`src/rtl/hs_dpath_lat_adapter.sv`:
```
// hs_dpath_lat_adapter: valid/ready wrapper around a fixed-latency, clock-enabled pipe.
// A valid-bit chain shadows the external pipe. Its output is captured into a credit-protected
// FIFO and re-emitted as a valid/ready stream.
// Build option: define HS_DPATH_LAT_ADAPT_CE_GATE_EN to gate pipe_ce while the pipe holds no
// tokens. When it is undefined, pipe_ce is held high outside reset.
module hs_dpath_lat_adapter #(
  parameter type         DATA_TYPE  = logic,
  parameter int unsigned LATENCY    = 1,
  parameter int unsigned FIFO_DEPTH = 2
) (
  input  logic                             clk,
  input  logic                             srst,
  input  logic                             s_valid,
  output logic                             s_ready,
  input  DATA_TYPE                         s_data,
  output logic                             pipe_ce,
  output DATA_TYPE                         pipe_din,
  input  DATA_TYPE                         pipe_dout,
  output logic                             m_valid,
  input  logic                             m_ready,
  output DATA_TYPE                         m_data,
  output logic [$clog2(FIFO_DEPTH+1)-1:0]  occupancy,
  output logic                             idle
);

  localparam int unsigned CW = $clog2(FIFO_DEPTH + 1);
  localparam int unsigned PW = (FIFO_DEPTH > 1) ? $clog2(FIFO_DEPTH) : 1;
  localparam logic [CW-1:0] DepthC  = CW'(FIFO_DEPTH);
  localparam logic [PW-1:0] LastPtr = PW'(FIFO_DEPTH - 1);

  logic                srst_q;
  logic [LATENCY-1:0]  vld_q, vld_d;
  logic [CW-1:0]       outstanding_q, outstanding_d;
  logic [CW-1:0]       occ_q, occ_d;
  logic [PW-1:0]       wr_ptr_q, wr_ptr_d;
  logic [PW-1:0]       rd_ptr_q, rd_ptr_d;
  DATA_TYPE            mem_q [FIFO_DEPTH];

  logic acc, pop, push;

  assign m_valid   = (occ_q != '0);
  assign pop       = m_valid & m_ready;
  // Credits cover in-flight tokens plus FIFO entries. A pop this cycle frees one slot.
  // The live srst term keeps s_ready low during the first reset cycle as well.
  assign s_ready   = !srst & !srst_q & ((outstanding_q < DepthC) | pop);
  assign acc       = s_valid & s_ready;
`ifdef HS_DPATH_LAT_ADAPT_CE_GATE_EN
  assign pipe_ce   = !srst & (acc | (|vld_q));
`else
  assign pipe_ce   = !srst;
`endif
  assign push      = vld_q[LATENCY-1] & pipe_ce;
  assign pipe_din  = s_data;
  assign m_data    = mem_q[rd_ptr_q];
  assign occupancy = occ_q;
  assign idle      = (outstanding_q == '0);

  // Next-state: valid chain, credit and occupancy counters, FIFO pointers.
  always_comb begin
    vld_d         = vld_q;
    outstanding_d = outstanding_q + CW'(acc) - CW'(pop);
    occ_d         = occ_q + CW'(push) - CW'(pop);
    wr_ptr_d      = wr_ptr_q;
    rd_ptr_d      = rd_ptr_q;
    if (pipe_ce) begin
      vld_d[0] = acc;
      for (int unsigned i = 1; i < LATENCY; i++) begin
        vld_d[i] = vld_q[i-1];
      end
    end
    if (push) begin
      wr_ptr_d = (wr_ptr_q == LastPtr) ? '0 : wr_ptr_q + PW'(1);
    end
    if (pop) begin
      rd_ptr_d = (rd_ptr_q == LastPtr) ? '0 : rd_ptr_q + PW'(1);
    end
  end

  // Control state with synchronous reset; srst_q stretches s_ready low by one cycle.
  always_ff @(posedge clk) begin
    srst_q <= srst;
    if (srst) begin
      vld_q         <= '0;
      outstanding_q <= '0;
      occ_q         <= '0;
      wr_ptr_q      <= '0;
      rd_ptr_q      <= '0;
    end else begin
      vld_q         <= vld_d;
      outstanding_q <= outstanding_d;
      occ_q         <= occ_d;
      wr_ptr_q      <= wr_ptr_d;
      rd_ptr_q      <= rd_ptr_d;
    end
  end

  // FIFO payload storage. It has no reset because entries are only read while valid.
  always_ff @(posedge clk) begin
    if (push && !srst) begin
      mem_q[wr_ptr_q] <= pipe_dout;
    end
  end

endmodule

```
`config.mk`:
```
export PLATFORM = sky130hd
export DESIGN_NAME = hs_dpath_lat_adapter
export DESIGN_NICKNAME = d
export VERILOG_FILES = /design/src/rtl/hs_dpath_lat_adapter.sv
export SDC_FILE = /design/constraint.sdc
export NUM_CORES = 1
export LEC_CHECK = 0
export CAP_MARGIN = 20
export CORE_AREA = 2 2 39 41
export CTS_BUF_LIST = sky130_fd_sc_hd__clkbuf_16
export DETAILED_ROUTE_END_ITERATION = 10
export DIE_AREA = 0 0 41 43
export GPL_TIMING_DRIVEN = 1
export HOLD_SLACK_MARGIN = 0.15
export PLACE_DENSITY = 0.65
export SYNTH_ARGS = -nofsm -noshare
export SYNTH_HDL_FRONTEND = slang
export SYNTH_SLANG_ARGS = --single-unit
```
`constraint.sdc`:
```
create_clock -name clk -period 3.09 [get_ports clk]
set_clock_uncertainty 0.1 [all_clocks]
set_input_delay 0.7725 -clock clk [delete_from_list [all_inputs] [get_ports clk]]
set_output_delay 0.7725 -clock clk [all_outputs]
set_load 0.05 [all_outputs]
```
==> metrics.md <==
| Metric | Value |
|---|---|
| Crit Reg-Reg Startpoint | `occupancy[1]$_SDFF_PP0_` |
| Root buf cell | `clkbuf_16` |
| Switch share | `0.3481` |
| Setup TNS | `0 ps` |
| Nets@finish | `70` |
| Period utilization | `0.9183` |
| Worst VDD drop | `between 0.5 and 0.6 mV` |
| Clock share of power | `0.299` |
| Max-cap violation count | `0` |
| Worst-path clk slew | `40 ps` |
| YS warnings | `0` |
| Seq/Total Area, Yosys | `0.4706` |
| Total gr overflow | `0` |
| Pin count of the biggest net entering global routing | `12` |
| CTS tree | `built` |
| GRT Total Usage | `0.1228` |
| CP peak stage delay | `470 ps` |
| Sequential Power Share | `0.269` |
| Gate count of the mapped netlist | `45` |
| Die Area | `0.001763 sq mm` |
| CTS H-tree depth | `1` |
| Hold Crit Class | `reg2reg` |
| Post-DRT Antenna Nets | `0` |
| Mapped cell area | `510.5 sq um` |
| Final GP Congestion | `0.6273` |
| IO buf count | `11` |
| Final Max Tran Viols | `0` |
| Initial DRC Count | `4` |
| Total I/O pin count | `14` |
| Int Power | `498.8 uW` |
| Clk_lat worst skew | `240 ps` |
| WHS Path Cells | `2` |
| Commonest non-fill, non-tap cells in the layout | `dfxtp_1, clkdlybuf4s50_1, nor2_1` |
| Total Power | `765.1 uW` |
| Max_slew headroom | `0.6672` |
| Worst Reg2Reg Path Length in Cells | `8` |
| HPWL after detailed placement | `601.8 um` |
| Antenna cells | `0` |
| Slowest CP cell | `clkdlybuf4s50_1` |
| Die Span X | `41 um` |
| Worst Path Required | `2220 ps` |
| RR Endpoint | `outstanding_q[1]$_SDFF_PP0_` |
| Postcts setup bufs | `0` |
| Netlist cell types | `21` |
| Share of cells above drive strength 1 | `0.1864` |
| Type of origin of the critical path | `input port` |
| Tmin final | `2838 ps` |
| Cts hold-fix bufs | `0` |
| Leak pwr | `0.3345 nW` |
| Crit path buffers/inverters | `2` |
| Vias in the first global route | `between 300 and 400` |
| Initial antenna violation count | `0` |
| DR WL/cell | `11.21 um` |
| CTS-repair resized insts | `0` |
| Achievable frequency | `roughly 350 MHz` |
| Crit path arrival time | `1970 ps` |
| Mapped Nets | `between 50 and 60` |
| Placeable Area | `0.001384 sq mm` |
| Status | `finished clean` |
| Worst-margin pin slew | `497.7 ps` |
| Seq cells post-synth | `11` |
| Longest Clk Path Bufs | `2` |
| Synthesized area per cell | `11.34 sq um` |
| Crit Path Max Fanout | `3` |
| DR pass1 iterations | `4` |
| Power per cell area | `1042 mW/mm^2` |
| Setup violators final | `0` |
| Combinational share of power | `0.432` |
| WHS | `423.3 ps` |
| Final hold violation count | `0` |
| Die Y | `43 um` |
| Total clock buffers created by CTS | `3` |
| Initial Util | `0.3689` |
| Hold Path End | `wr_ptr_q$_SDFFE_PP0P_` |
| CP endpoint kind | `primary output` |
| Min-delay src | `vld_q$_SDFF_PP0_` |
| FP Rows | `14` |
| Top Family by Delay on Critical Path | `buffers and inverters` |
| Clock tree sinks | `11` |
| First-pass GRT wire length | `1359 um` |
| Final Core Density | `0.5307` |
| Layout area overhead | `43.87%` |
| CP cell instances | `clkdlybuf4s50_1 -> o21ai_2 -> a211oi_1 -> buf_12` |
| Vias per cell | `between 4 and 5` |
| Remaining DRCs | `0` |
| NetSw | `266.4 uW` |
| Total vias in the final route | `341` |
| CP Class | `in2out` |
| R2r setup slk | `1430 ps` |
| RSZ-0062 raised after global routing | `false` |
| Routed WL | `841 um` |
[power by group through the flow]
stage	logic [mW]	clock network [mW]	registers [mW]
after detailed placement	0.330	0	0.209
final	0.331	0.229	0.206
after global placement	0.328	0	0.208
after floorplan	0.209	0	0.240
after global routing	0.352	0.245	0.210
after CTS	0.334	0.235	0.207
[registers in the layout (all words and copies together) (netlist names), named ones only]
name	count
mem_q	2
srst_q	1
wr_ptr_q	1
rd_ptr_q	1
vld_q	1
occupancy	2
outstanding_q	2
[worst min-delay path, delay by kind of cell, from the launching register on]
family | cells | cell delay [ps]
simple gates | 1 | 70
flops | 1 | 350
xor+xnor | 1 | 70
[synth_stat cells]
library cell,n,area (sq um)
a211oi_1,1,7.510
a21boi_0,1,7.510
and3_1,1,6.260
buf_2,1,5.000
buf_4,1,7.510
dfxtp_1,9,180.2
edfxtp_1,2,60.06
ha_1,4,50.05
inv_1,4,15.01
inv_2,1,3.750
mux2_1,2,22.52
mux2_2,1,11.26
nand2b_1,1,6.260
nor2_1,6,22.52
nor2b_1,3,18.77
nor3b_2,1,12.51
o21ai_0,1,5.000
o21ai_2,1,8.760
or2_2,1,6.260
xnor2_1,1,8.760
xnor3_1,2,45.04
[how the worst max path moves through the flow]
stage	startpoint	end	slack, ps	cells past startpoint
after global placement	m_ready	s_ready	320	4
final	m_ready	s_ready	250	4
after global routing	m_ready	s_ready	240	4
after CTS	m_ready	s_ready	240	4
after floorplan	srst	s_ready	90	2
after detailed placement	m_ready	s_ready	330	4
[final cells by class]
type | count | area, sq um
inverters | 5 | 18.77
repair buffers | 12 | 137.6
well taps | 16 | 20.02
flip-flops and latches | 11 | 240.2
multi-input cells | 27 | 239.0
clock buffers | 3 | 75.07
clock inverters | 1 | 3.754
fillers | 124 | 649.4
[logic make-up after synthesis]
group,synth area share
fa+ha+maj,0.09804
compound gates,0.05638
flops,0.4706
buf+inv,0.06125
xor+xnor,0.1054
mux,0.06617
simple gates,0.1422
[routing by layer]
metal / share of wire / track usage / vias up
li1: - / - / 177
met1: 0.43 / 0.1400 / 151
met5: 0 / 0 / -
met4: 0.012 / 0.08000 / 0
met3: 0.087 / 0.06806 / 2
met2: 0.47 / 0.1688 / 11
[stage by stage]
stage,std cells,cell area [sq um],worst slack [ps]
3_3_place_gp,71,655.6,317.6
2_1_floorplan,45,510.5,86.54
4_1_cts,75,734.5,243.4
6_report,75,734.5,252.5
5_1_grt,75,734.5,244.6
3_5_place_dp,71,655.6,326.7
(Power assumes the default switching activity.)
